--- src/rtl/bash_echo_exec.sv ---
// bash_echo_exec: executes the bash "echo" of an input line. The line is
// pulled from the terminal one character at a time into a local buffer.
// It is then played back as a response line terminated by 8'h00. A solved
// pulse tells the terminal that the command is finished and it may restore
// the prompt.
//
// Ports:
//   clk, rst                 clock, synchronous active-high reset
//   line_ready/line_len      terminal offers a line of line_len characters
//   line_char/line_next      current character / one-cycle "consumed" pulse
//   resp_ready/resp_char     response character valid / value (00 = end)
//   resp_next                terminal took resp_char (one-cycle pulse)
//   solved/solved_ack        command done pulse / terminal acknowledge
//   busy                     high whenever the FSM is not IDLE
//
// Optional build macro: EXEC_UPPERCASE_EN -- emit lowercase ASCII letters as
// uppercase on resp_char (the buffer itself keeps the original characters).
module bash_echo_exec #(
    parameter int BUF_LEN = 128
) (
    input  logic        clk,
    input  logic        rst,
    input  logic        line_ready,
    input  logic [12:0] line_len,
    input  logic [7:0]  line_char,
    output logic        line_next,
    output logic        resp_ready,
    output logic [7:0]  resp_char,
    input  logic        resp_next,
    output logic        solved,
    input  logic        solved_ack,
    output logic        busy
);

    localparam int          AW        = (BUF_LEN > 1) ? $clog2(BUF_LEN) : 1;
    localparam logic [12:0] BUF_LEN13 = 13'(BUF_LEN);

    typedef enum logic [2:0] {IDLE, RECV, DRAIN, SEND, SOLVE, ACK} state_t;

    state_t      state_q, state_d;
    logic [12:0] len_q, rx_idx, tx_idx;
    logic [7:0]  line_buf [BUF_LEN];
    logic [7:0]  raw_char;
    logic        sample;

    // A sample is skipped in the cycle where line_next is high, which gives
    // the terminal one cycle to advance its index before the next read.
    assign sample = (state_q == RECV) && (rx_idx < len_q) && !line_next;

    always_comb begin
        state_d = state_q;
        case (state_q)
            IDLE:  if (line_ready) state_d = (line_len == 13'd0) ? DRAIN : RECV;
            RECV:  if (rx_idx == len_q) state_d = DRAIN;
            DRAIN: if (!line_ready) state_d = (len_q != 13'd0) ? SEND : SOLVE;
            SEND:  if (resp_next && tx_idx == len_q) state_d = SOLVE;
            SOLVE: state_d = ACK;
            ACK:   if (solved_ack) state_d = IDLE;
            default: state_d = IDLE;
        endcase
    end

    always_ff @(posedge clk) begin
        if (rst) begin
            state_q   <= IDLE;
            len_q     <= '0;
            rx_idx    <= '0;
            tx_idx    <= '0;
            line_next <= 1'b0;
        end else begin
            state_q   <= state_d;
            line_next <= sample;
            if (state_q == IDLE && line_ready) begin
                len_q  <= (line_len > BUF_LEN13) ? BUF_LEN13 : line_len;
                rx_idx <= '0;
            end
            if (sample)
                rx_idx <= rx_idx + 13'd1;
            if (state_q == DRAIN)
                tx_idx <= '0;
            // tx_idx parks on len_q while the terminator is presented.
            if (state_q == SEND && resp_next && tx_idx != len_q)
                tx_idx <= tx_idx + 13'd1;
        end
    end

    // Buffer contents are don't-care after reset, so no reset branch.
    always_ff @(posedge clk) begin
        if (sample)
            line_buf[rx_idx[AW-1:0]] <= line_char;
    end

    assign raw_char = (tx_idx == len_q) ? 8'h00 : line_buf[tx_idx[AW-1:0]];

    always_comb begin
        resp_char = 8'h00;
        if (state_q == SEND) begin
            resp_char = raw_char;
`ifdef EXEC_UPPERCASE_EN
            if (raw_char >= 8'h61 && raw_char <= 8'h7A)
                resp_char = raw_char - 8'h20;
`else
`endif
        end
    end

    assign resp_ready = (state_q == SEND);
    assign solved     = (state_q == SOLVE);
    assign busy       = (state_q != IDLE);

endmodule
--- config.mk ---
export PLATFORM = sky130hd
export DESIGN_NAME = bash_echo_exec
export DESIGN_NICKNAME = d
export VERILOG_FILES = /design/src/rtl/bash_echo_exec.sv
export SDC_FILE = /design/constraint.sdc
export NUM_CORES = 1
export LEC_CHECK = 0
export CAP_MARGIN = 25
export CORE_UTILIZATION = 45
export CTS_BUF_LIST = sky130_fd_sc_hd__clkbuf_2 sky130_fd_sc_hd__clkbuf_4 sky130_fd_sc_hd__clkbuf_8
export DETAILED_ROUTE_END_ITERATION = 7
export GPL_ROUTABILITY_DRIVEN = 1
export PLACE_DENSITY_LB_ADDON = 0.08
export SLEW_MARGIN = 20
export SYNTH_ARGS = -nofsm -noshare
export SYNTH_HDL_FRONTEND = slang
export SYNTH_SLANG_ARGS = --single-unit
--- constraint.sdc ---
create_clock -name clk -period 8.4 [get_ports clk]
set_input_delay 2.1 -clock clk [delete_from_list [all_inputs] [get_ports clk]]
set_output_delay 2.1 -clock clk [all_outputs]
set_load 0.05 [all_outputs]
### Word-level counts from Yosys, hierarchy flattened

Memory sizes are Yosys's and may differ from the RTL's. A register that Yosys moved wholly into a read port is not among the register bits.
Index checks and enable logic that the tools add are counted.
Widths: inputs -> output; s select.

| storage, ports and cells | value |
|---|---|
| memories kept | 1 |
| flip-flop bits (word level) | 43 |
| RAM bits | 1024 |
| bits of input ports | 26 |
| output and inout port bits | 12 |
| logic and storage cells | 56 |

| operators by class | value |
|---|---|
| $lt $le $gt $ge | 2 |
| eq/ne operators | 13 |
| reduce and logical (&&, ||, !) cells | 14 |
| muxes and demuxes | 19 |
| add/sub/neg operators | 2 |

Memory list:

| memory | words | bits a word | rd ports | clocked after Yosys merged registers in | wr ports | RTL line | RTL |
|---|---|---|---|---|---|---|---|
| line_buf | 128 | 8 | 1 | 1 | 1 | 42 | `logic [7:0] line_buf [BUF_LEN];` |

Operators with widths:

| operator | count |
|---|---|
| $mux 13 | 5 |
| $add 13x1->13 const B | 2 |
| $eq 13x13->1 | 2 |
| $mux 3 | 6 |
| $pmux 3 s6 | 1 |
| $mux 8 | 2 |
| $mux 7 | 2 |
| $gt 13x8->1 const B | 1 |
| $logic_not 13->1 | 1 |
| $lt 13x13->1 | 1 |
| $ne 13x13->1 | 1 |
| $reduce_bool 13->1 | 1 |
| $eq 3x2->1 const B | 2 |
| $eq 3x3->1 const B | 2 |
| $logic_and 1x1->1 | 6 |
| $ne 2x2->1 const B | 3 |
| $reduce_and 5->1 | 1 |
| $ne 2x1->1 const B | 2 |
| $reduce_bool 2->1 | 2 |
| $eq 3x1->1 const B | 1 |
| $logic_not 3->1 | 1 |
| $reduce_bool 3->1 | 1 |
| $mux 1 | 2 |
| $mux 2 | 1 |
| $logic_not 1->1 | 1 |

### Longest topological paths before layout

| logic depth | value |
|---|---|
| word-level depth | 6 |
| gate-level depth with buffers | 11 |
| gate-level depth less buffers | 9 |

### Worst setup path before layout

Ideal clock, no wire load.

| timing path | value |
|---|---|
| path kind | flip-flop to output port |
| from | reg state_q[1] |
| to | out resp_char[6] |
| stages on the path, launching flop included | 8 |
| arrival | 2.393 ns |
| buffers on the path | 2 |
| setup slack | 3.907 ns |
| required time | 6.300 ns |
| cell sequence | dfxtp_1 > buf_2 > nand2_1 > nor2_1 > o21a_1 > nor2b_1 > clkbuf_1 > a22o_1 |

| on the way | value |
|---|---|
| longest elaborated chain between the ends | 2 |

Ends and longest elaborated chain:

| item | RTL line | RTL |
|---|---|---|
| start: declaration | 40 | `state_t state_q, state_d;` |
| start signal: assignment | 71 | `state_q <= state_d;` |
| $eq 3x2->1 | - |  |
| via resp_ready | 27 | `output logic resp_ready,` |
| $mux 8 | 97 | `if (state_q == SEND) begin` |
| end: declaration | 28 | `output logic [7:0] resp_char,` |

The timed path passes the listed nets, and every way through them passes these cells.

==> results.ini <==
[placed_design]
dp_hpwl_um = 62500
numPortBuffers = 37
placed_cell_area_mm2 = 0.0438
dp.cells = 3431
place_ws_ps = 2160
gp_congestion = 0.805

[worst_hold_path]
hold_start = len_q[8]$_SDFFE_PP0P_
holdPathStages = 2
hold_end = len_q[8]$_SDFFE_PP0P_
hold_path_class = reg2reg

[sta]
fin_crit_sh = 0.837
clock_skew_ps = 34.7
hold_violations = 0
fin_setup_tns_ps = 0
worstMarginPinSlew_ps = 1040
maxSlewViolCount = 0
rsz0062_at_grt = no
finalHoldWorstSlack_ps = 503
timing.final.ws_setup_ps = 1370
max_slew_margin = 0.309
min_period_ps = 7030
clock.fmax_ghz = 0.142
setup_viol = 0

[synth]
synth_top_area_share = 0.730
synth.distinct_cells = 63
avgSynthCellArea_um2 = 18.9
synth_area_leader_cell = edfxtp_1
synthTopCellsByCount = edfxtp_1, mux4_2, nor2_1
synth_top_flop_cell = edfxtp_1
synth_warnings = 0
netlist_area_mm2 = 0.0421
yosysMostFrequentCell = edfxtp_1
syn-num-nets = 2276
synthCells = 2235
async_reset_ff_frac = 0
synthTopCellsByArea = edfxtp_1, mux4_2, mux2i_1, dfxtp_1, nor2_1
ys_seq_elements = 1074
ys_seq_area_frac = 0.753
synth-edff-count = 1024

[detailed_routing]
drt_wl_total_um = 104000
drt-pass1-iter-count = 5
post_drt_wl_per_cell_um = 27.8
vias = 21600
ant_nets = 0
vias_per_cell = 5.77
drtIter0Drc = 1860
drc = 0

[grt]
grt_pass1_vias = 22200
grt_start_max_net_pins = 89
track_usage = 0.224
overflow = 0
antenna_found_initial = 5
grt_pass1_wl_um = 152000

[worst_setup_path]
crit_path_start_kind = register
reg2regPathDepth = 8
cpMaxStageDelayCell = clkdlybuf4s50_1
rrSetupSlack_ps = 3810
crit_family = buffers and inverters
crit_chain = buf_16 > nand3b_1 > buf_4 > o22ai_1 > a211o_1 > nor2_1 > a21oi_1 > nand4_1 > nand2_1 > clkdlybuf4s50_1
worstPathArrival_ps = 4930
slowest_delay_ps = 820
r2r-end = line_buf[12][7]$_DFFE_PP_
cp_num_buf_inv = 3
worstSetupPathType = reg2out
r2r-start = rx_idx[6]$_SDFFE_PP0P_
end_kind = primary output
cp_max_fo = 33
required_ps = 6300

[floorplanning]
die_y_um = 308
dieArea_mm2 = 0.0949
floorplan.rows = 111
die_width_um = 308
start_util = 0.457
core-area_mm2 = 0.0922
pin_count = 38

[finish]
drive_above_1_share = 0.216
fillers = 7586
area_delta_synth_final_pct = 12.1
finalNonFillerCells = 3747
final_cell_area_mm2 = 0.0472
fin_nets = 2406

[clock_tree]
clkSlewWorstSetupHoldPaths_ps = 60
cts_hold_buf = 0
cts_tree = yes
cts_max_path_buffers = 3
root_buffer = clkbuf_8
clk-insertion-delay-late_ps = 830
clock-sinks = 1074
cts_setup_buffers = 0
cts_inserted_buffers = 174
post_cts_resized = 0
htreeDepth = 4

[power_and_ir_drop]
power_density_mw_per_mm2 = 226
p_leak_nw = 14.3
peakVddDrop_mv = 0.143

[outcome]
status = complete, no violations

[run]
max_cap_viol_count = 0

where the power goes:
| part | switching [W] | internal [W] | total (W) |
|---|---|---|---|
| sequential | 0.0000230 | 0.00587 | 0.00590 |
| combinational | 0.000261 | 0.000110 | 0.000371 |
| clock | 0.00206 | 0.00236 | 0.00443 |
cell type report:
class / instances / area (um^2) / share of cell area
sequential: 1074 / 31800 / 0.672
multi-input combinational: 1019 / 9710 / 0.206
clock buffer: 237 / 2920 / 0.0619
tap: 1243 / 1560 / 0.0329
timing repair buffer: 77 / 721 / 0.0153
clock inverter: 76 / 499 / 0.0106
inverter: 19 / 71.3 / 0.00151
antenna: 2 / 5.00 / 0.000106
worst reg2reg max path, delay by kind of cell (launching register included):
family          cells  cell delay, ps
compound gates      4             720
fa+ha+maj           1             370
flops               1             730
simple gates        3            2380
stage by stage:
step	utilization	power [W]
final	0.512	0.0107
after global routing	0.512	0.0110
after CTS	0.512	0.0108
after detailed placement	0.475	0.00639
after global placement	0.475	0.00637
after floorplan	-	0.00620
cell usage in the layout, fill, tap and decap left out, types with 4 or more instances in the layout:
cell and count:
clkinv_2 14, nor2_1 187, clkdlybuf4s50_1 29, clkbuf_4 54, clkinv_1 43, o21ai_0 12, buf_12 4, and3_1 9
mux4_2 192, a22oi_1 57, ha_1 15, nor3_1 6, a22o_1 15, a211o_1 14, clkbuf_8 183, o22ai_1 61
edfxtp_1 1024, a21oi_1 27, nor2_2 4, xor2_1 20, and2_1 6, nand3_1 20, or2_2 4, nand2b_1 9
nand4_1 23, a21o_1 4, mux2i_1 130, nor4_1 6, o21ai_1 6, inv_1 19, nand2_1 82, nor2b_1 8
dfxtp_1 48, a211oi_1 52, clkinvlp_4 6, buf_4 43
how the worst max path moves through the flow:
stage,from,to,slack [ps],cells after the start
after floorplan,state_q[1]$_SDFFE_PP0P_,resp_char[6],3910,7
after detailed placement,register,resp_char[4],2160,10
after global routing,register,resp_char[4],1120,10
after global placement,register,resp_char[3],1800,9
final,register,resp_char[0],1370,10
after CTS,register,resp_char[4],1210,10
registers in the layout (all words and copies together), names as in the netlist, named ones only:
name and count:
tx_idx 13, state_q 3, len_q 13, line_buf 1024, rx_idx 13, line_next 1
metal layers:
layer	vias up	part of all wire	track usage	wire, um
met5	-	0.00021	0	22
met2	737	0.48	0.353	50100
met1	11300	0.43	0.313	45200
met3	142	0.064	0.0458	6710
met4	4	0.022	0.0728	2330
li1	9390	-	-	-
cells by family after synthesis:
kind of cell    share of synthesized area
flops                               0.753
simple gates                       0.0425
mux                                 0.134
compound gates                     0.0448
buf+inv                            0.0164
xor+xnor                          0.00457
fa+ha+maj                         0.00445
No activity file was read; power rests on OpenSTA's default activity.
